[config.mk]
export PLATFORM = sky130hd
export DESIGN_NAME = pipe_ctrl
export DESIGN_NICKNAME = d
export VERILOG_FILES = /design/src/rtl/riscv_pkg.sv /design/src/rtl/wait_timer.sv /design/src/rtl/pipe_ctrl.sv
export SDC_FILE = /design/constraint.sdc
export NUM_CORES = 1
export LEC_CHECK = 0
export CAP_MARGIN = 20
export CORE_ASPECT_RATIO = 1.1
export CORE_UTILIZATION = 40
export DETAILED_ROUTE_END_ITERATION = 8
export GPL_TIMING_DRIVEN = 0
export MAX_ROUTING_LAYER = met4
export PLACE_DENSITY = 0.78
export SLEW_MARGIN = 15
export SYNTH_ARGS = -nofsm -noshare
export SYNTH_HDL_FRONTEND = slang
export SYNTH_HIERARCHICAL = 1
export SYNTH_SLANG_ARGS = --single-unit
export TNS_END_PERCENT = 10
[constraint.sdc]
create_clock -name clk -period 2.9 [get_ports clk]
set_clock_uncertainty 0.1 [all_clocks]
set_input_delay 0.725 -clock clk [delete_from_list [all_inputs] [get_ports clk]]
set_output_delay 0.725 -clock clk [all_outputs]
set_load 0.005 [all_outputs]
[src/rtl/riscv_pkg.sv]
// Shared types and constants for the RV32 pipeline control blocks.
package riscv_pkg;

  typedef enum logic [1:0] {
    RUN      = 2'd0,
    MD_WAIT  = 2'd1,
    MEM_WAIT = 2'd2,
    FAULT    = 2'd3
  } pipe_state_t;

  localparam logic [1:0] WB_LOAD = 2'b00;
  localparam int         WAIT_W  = 8;

endpackage

[src/rtl/wait_timer.sv]
// Wait-cycle counter: clears on request, counts while enabled, flags the last allowed cycle.
module wait_timer
  import riscv_pkg::*;
#(
  parameter int LIMIT = 255
) (
  input  logic clk,
  input  logic rst,
  input  logic clr_i,
  input  logic en_i,
  output logic expire_o
);

  localparam logic [WAIT_W-1:0] LAST = WAIT_W'(LIMIT - 1);

  logic [WAIT_W-1:0] cnt_q;

  always_ff @(posedge clk or posedge rst) begin
    if (rst) begin
      cnt_q <= '0;
    end else if (clr_i) begin
      cnt_q <= '0;
    end else if (en_i) begin
      cnt_q <= cnt_q + WAIT_W'(1);
    end
  end

  assign expire_o = (cnt_q == LAST);

endmodule

[src/rtl/pipe_ctrl.sv]
// Stall/flush sequencer for the 5-stage pipeline: merges load-use, MUL/DIV,
// memory wait states and taken branches into per-stage hold/bubble controls.
module pipe_ctrl
  import riscv_pkg::*;
#(
  parameter int TIMEOUT = 255,
  parameter int CNT_W   = 32
) (
  input  logic             clk,
  input  logic             rst,
  input  logic [4:0]       rs1_addr_D,
  input  logic [4:0]       rs2_addr_D,
  input  logic [4:0]       rd_E,
  input  logic [1:0]       sel_wb_E,
  input  logic             reg_write_E,
  input  logic             md_op_E,
  input  logic             md_done,
  input  logic             branch_taken_E,
  input  logic             dmem_req_M,
  input  logic             dmem_ready,
  output logic             md_start,
  output logic             stallF,
  output logic             stallD,
  output logic             stallE,
  output logic             stallM,
  output logic             flushD,
  output logic             flushE,
  output logic             flushM,
  output logic             flushW,
  output logic             fault,
  output logic [CNT_W-1:0] stall_cnt,
  output pipe_state_t      state_dbg
);

  pipe_state_t      state_q, state_d;
  logic             fault_q;
  logic [CNT_W-1:0] stall_cnt_q;
  logic             mem_stall, lu, wait_en, expire;

  always_comb begin
    mem_stall = dmem_req_M & ~dmem_ready;
    lu = (sel_wb_E == WB_LOAD) & reg_write_E & (rd_E != 5'd0) &
         ((rs1_addr_D == rd_E) | (rs2_addr_D == rd_E));
    state_d  = state_q;
    wait_en  = 1'b0;
    md_start = 1'b0;
    stallF   = 1'b0;
    stallD   = 1'b0;
    stallE   = 1'b0;
    stallM   = 1'b0;
    flushD   = 1'b0;
    flushE   = 1'b0;
    flushM   = 1'b0;
    flushW   = 1'b0;
    if (state_q == FAULT) begin
      {stallF, stallD, stallE, stallM, flushW} = '1;
    end else if (mem_stall) begin
      // E is frozen, so a pending branch or MUL/DIV start is simply seen again later.
      {stallF, stallD, stallE, stallM, flushW} = '1;
      if (state_q == MEM_WAIT) begin
        wait_en = 1'b1;
        if (expire) state_d = FAULT;
      end else begin
        state_d = MEM_WAIT;
      end
    end else if (state_q == MD_WAIT && !md_done) begin
      {stallF, stallD, stallE, flushM} = '1;
      wait_en = 1'b1;
      if (expire) state_d = FAULT;
    end else if (state_q != MD_WAIT && md_op_E) begin
      {stallF, stallD, stallE, flushM} = '1;
      md_start = 1'b1;
      state_d  = MD_WAIT;
    end else begin
      state_d = RUN;
      if (branch_taken_E) begin
        flushD = 1'b1;
        flushE = 1'b1;
      end else if (lu) begin
        stallF = 1'b1;
        stallD = 1'b1;
        flushE = 1'b1;
      end
    end
  end

  wait_timer #(
    .LIMIT(TIMEOUT)
  ) u_wait_timer (
    .clk      (clk),
    .rst      (rst),
    .clr_i    (state_d != state_q),
    .en_i     (wait_en),
    .expire_o (expire)
  );

  always_ff @(posedge clk or posedge rst) begin
    if (rst) begin
      state_q     <= RUN;
      fault_q     <= 1'b0;
      stall_cnt_q <= '0;
    end else begin
      state_q <= state_d;
      fault_q <= fault_q | (state_d == FAULT);
      if (stallF && stall_cnt_q != '1) begin
        stall_cnt_q <= stall_cnt_q + CNT_W'(1);
      end
    end
  end

  assign fault     = fault_q;
  assign stall_cnt = stall_cnt_q;
  assign state_dbg = state_q;

endmodule

==> flow_summary.yaml <==
setup_path:
  worstReg2RegEnd: "stall_cnt[4]"
  end_kind: "output port"
  cp_max_fo: 2
  reg2reg_slack_ps: 220
  crit_end: "stallF"
  rr_startpoint: "stall_cnt[2]"
  r2r_cells: 8
  critPathRequiredTime_ps: 2080
  worstSetupStartpointType: "input port"
  cp.arrival_ps: 2150
  criticalPathCategory: "input port to output port"
  startpoint: "rd_E[4]"
grt:
  overflow: 0
  grt_first_pass_wirelength_mm: 10.4
  grt.total_usage_pct: 20.5
  antenna_found_initial: 0
  first_global_vias: 2184
  grt_max_degree: 36
floorplanning:
  die_w_um: 77.6
  die_height_um: 85.2
  num_rows: 29
  start_util_pct: 42.6
  io_pins: 69
  core_area_mm2: 0.00591
  dieArea_mm2: 0.00662
finish:
  final_common_cell: "clkdlybuf4s50_1"
  num-fill-cells: 538
  layout-drive-gt1-share_pct: 14.2
  layout_common_cells: "clkdlybuf4s50_1 (46), dfrtp_1 (43), xor2_1 (39)"
  regArea_mm2: 0.00108
  area_delta_synth_final_pct: 35.5
  multiInputGateArea_mm2: 0.00135
  nNetsFinal: 365
  antenna_cells: 0
placed_design:
  dp_hpwl_mm: 4.44
  gp_congestion: 0.842
  portBuffers: 68
timing:
  slew_headroom_pct: 48.8
  min_period_ps: 2970
  finalSetupViolCount: 1
  timing.final.crit_share_pct: 103
  timing.fmax_mhz: 336
  hold_violations: 0
  rsz0062_at_grt: "true"
  worstMarginPinSlew_ps: 766
  layout_setup_ws_ps: -74.1
  report.final.slew_viol_count: 0
  tns_ps: -74.1
pwr:
  p_leak_uw: 0.00143
  ir_worst_vdd_v: 0.000363
  fin_total_pwr_uw: 1950
  power_density_mw_per_mm2: 573
clocking:
  clkSinkCount: 43
  cts_root_buffer: "clkbuf_8"
  numCtsBuffers: 5
  clk_pin_slew_ps: 80
  clockBufferDepth: 2
  cts_hold_buf: 0
  clk_latency_ps: 290
  cts.htree.levels: 2
  cts_tree: "done"
logic_synthesis:
  yosysTopAreaCellShare_pct: 42.7
  ys.flop_type: "dfrtp_1"
  syn_area_mm2: 0.00252
  synth_fp_nets: 287
  synth_edf_count: 0
  avgSynthCellArea_um2: 9.72
  ys_seq_area_share_pct: 42.7
  yosysTopAreaCell: "dfrtp_1"
  synthCells: 259
  async_flop_share_pct: 100
  netlist-cell-type-count: 45
  ys.warnings.count: 6
  ys_top_cells_by_area: "dfrtp_1 (43%), xor2_1 (14%), nand3_1 (3.8%), nor3_2 (3.6%), nand4_1 (3.2%)"
  synth-seq-cells: 43
hold_path:
  holdPathStages: 1
  min_path_type: "flop to flop"
detailed_routing:
  dr_total_vias: 2219
  antenna_left: 0
  drc: 0
  wl_per_cell_um: 15.0
  drt_wl_total_mm: 6.22
  drt_first_pass_iters: 4
  vias_per_cell: 5.35
  drt-initial-drc-count: 116
status:
  status: "finished with violations"
  violations: "negative setup slack"
job:
  max_cap_violations: 0
## layer usage
| layer | wire length, µm | GRT usage, % | vias to the layer above |
|---|---|---|---|
| met2 | 3230 | 35.4 | 60 |
| met5 | 0 | - | - |
| met4 | 72 | 4.97 | 0 |
| met1 | 2680 | 24.6 | 1088 |
| met3 | 243 | 4.09 | 7 |
| li1 | - | - | 1064 |
## logic make-up after synthesis
kind of cell | share of synthesized area (%)
AO/OA/AOI/OAI | 5.42
AND/OR/NAND/NOR | 28.6
buffers and inverters | 4.67
flip-flops | 42.7
multiplexers | 1.04
adder cells (fa/ha/maj) | 1.49
XOR/XNOR | 16.0
## synthesized netlist by cell type, types with 2 or more instances
cell type	n
or3_1	4
nor3_1	8
nand3_1	19
inv_1	11
nand2_1	15
nand4_1	13
and3_1	4
nor2_1	17
buf_4	4
and2_1	3
xnor2_1	7
nor4b_1	2
dfrtp_1	43
a21oi_1	6
nand3b_1	2
clkbuf_1	4
or4_1	2
ha_1	3
buf_6	2
nand2b_1	3
nor3_2	9
nor2b_1	2
and4_1	2
o21ai_0	6
nor4_1	10
xor2_1	39
## state kept, by name, indices dropped and copies added, names as in the netlist
register,count
fault,1
stall_cnt,32
state_dbg,2
u_wait_timer/cnt_q,8
## stage by stage
step           hold WS (ps)  cells  util (%)  cell area (µm²)  setup slack (ps)
6_report                381    415      57.7             3410             -74.1
5_1_grt                 421    415      57.7             3410              -148
4_1_cts                 383    415      57.4             3390              -118
3_5_place_dp            364    404      55.7             3290             -1030
3_3_place_gp            359    404      55.7             3290             -1010
2_1_floorplan           351    259         -             2520              33.6
## layout make-up
| class | count | share of cell area, % |
|---|---|---|
| Buffer | 12 | 2.46 |
| Clock buffer | 7 | 2.24 |
| Clock inverter | 1 | 0.147 |
| Inverter | 11 | 1.28 |
| Multi-Input combinational cell | 193 | 39.6 |
| Sequential cell | 43 | 31.5 |
| Tap cell | 77 | 2.82 |
| Timing Repair Buffer | 71 | 19.9 |
## power breakdown
| group | internal (µW) | total [µW] | switching, µW |
|---|---|---|---|
| clock | 169 | 368 | 198 |
| sequential | 696 | 831 | 135 |
| combinational | 398 | 756 | 358 |
| total | 1260 | 1950 | 691 |
## what timing repair did
action / CTS / global route
buffers inserted: 3 / 0
resized for setup: 52 / 7
endpoints found under the setup margin: 13 / 5
pin swaps: 11 / 3
## worst min-delay path by stage
stage,endpoint,slack (ps),start
finish,fault,380,fault
global route,fault,420,fault
CTS,fault,380,fault
detailed placement,fault,360,fault
global placement,fault,360,fault
floorplan,fault,350,fault
## critical path, stage by stage
cell	delay (ps)
buf_8	100
or4_4	510
o211ai_1	240
o31a_1	210
buf_6	140
inv_4	30
buf_6	100
buf_6	100
Power figures use the tool's default switching activity.
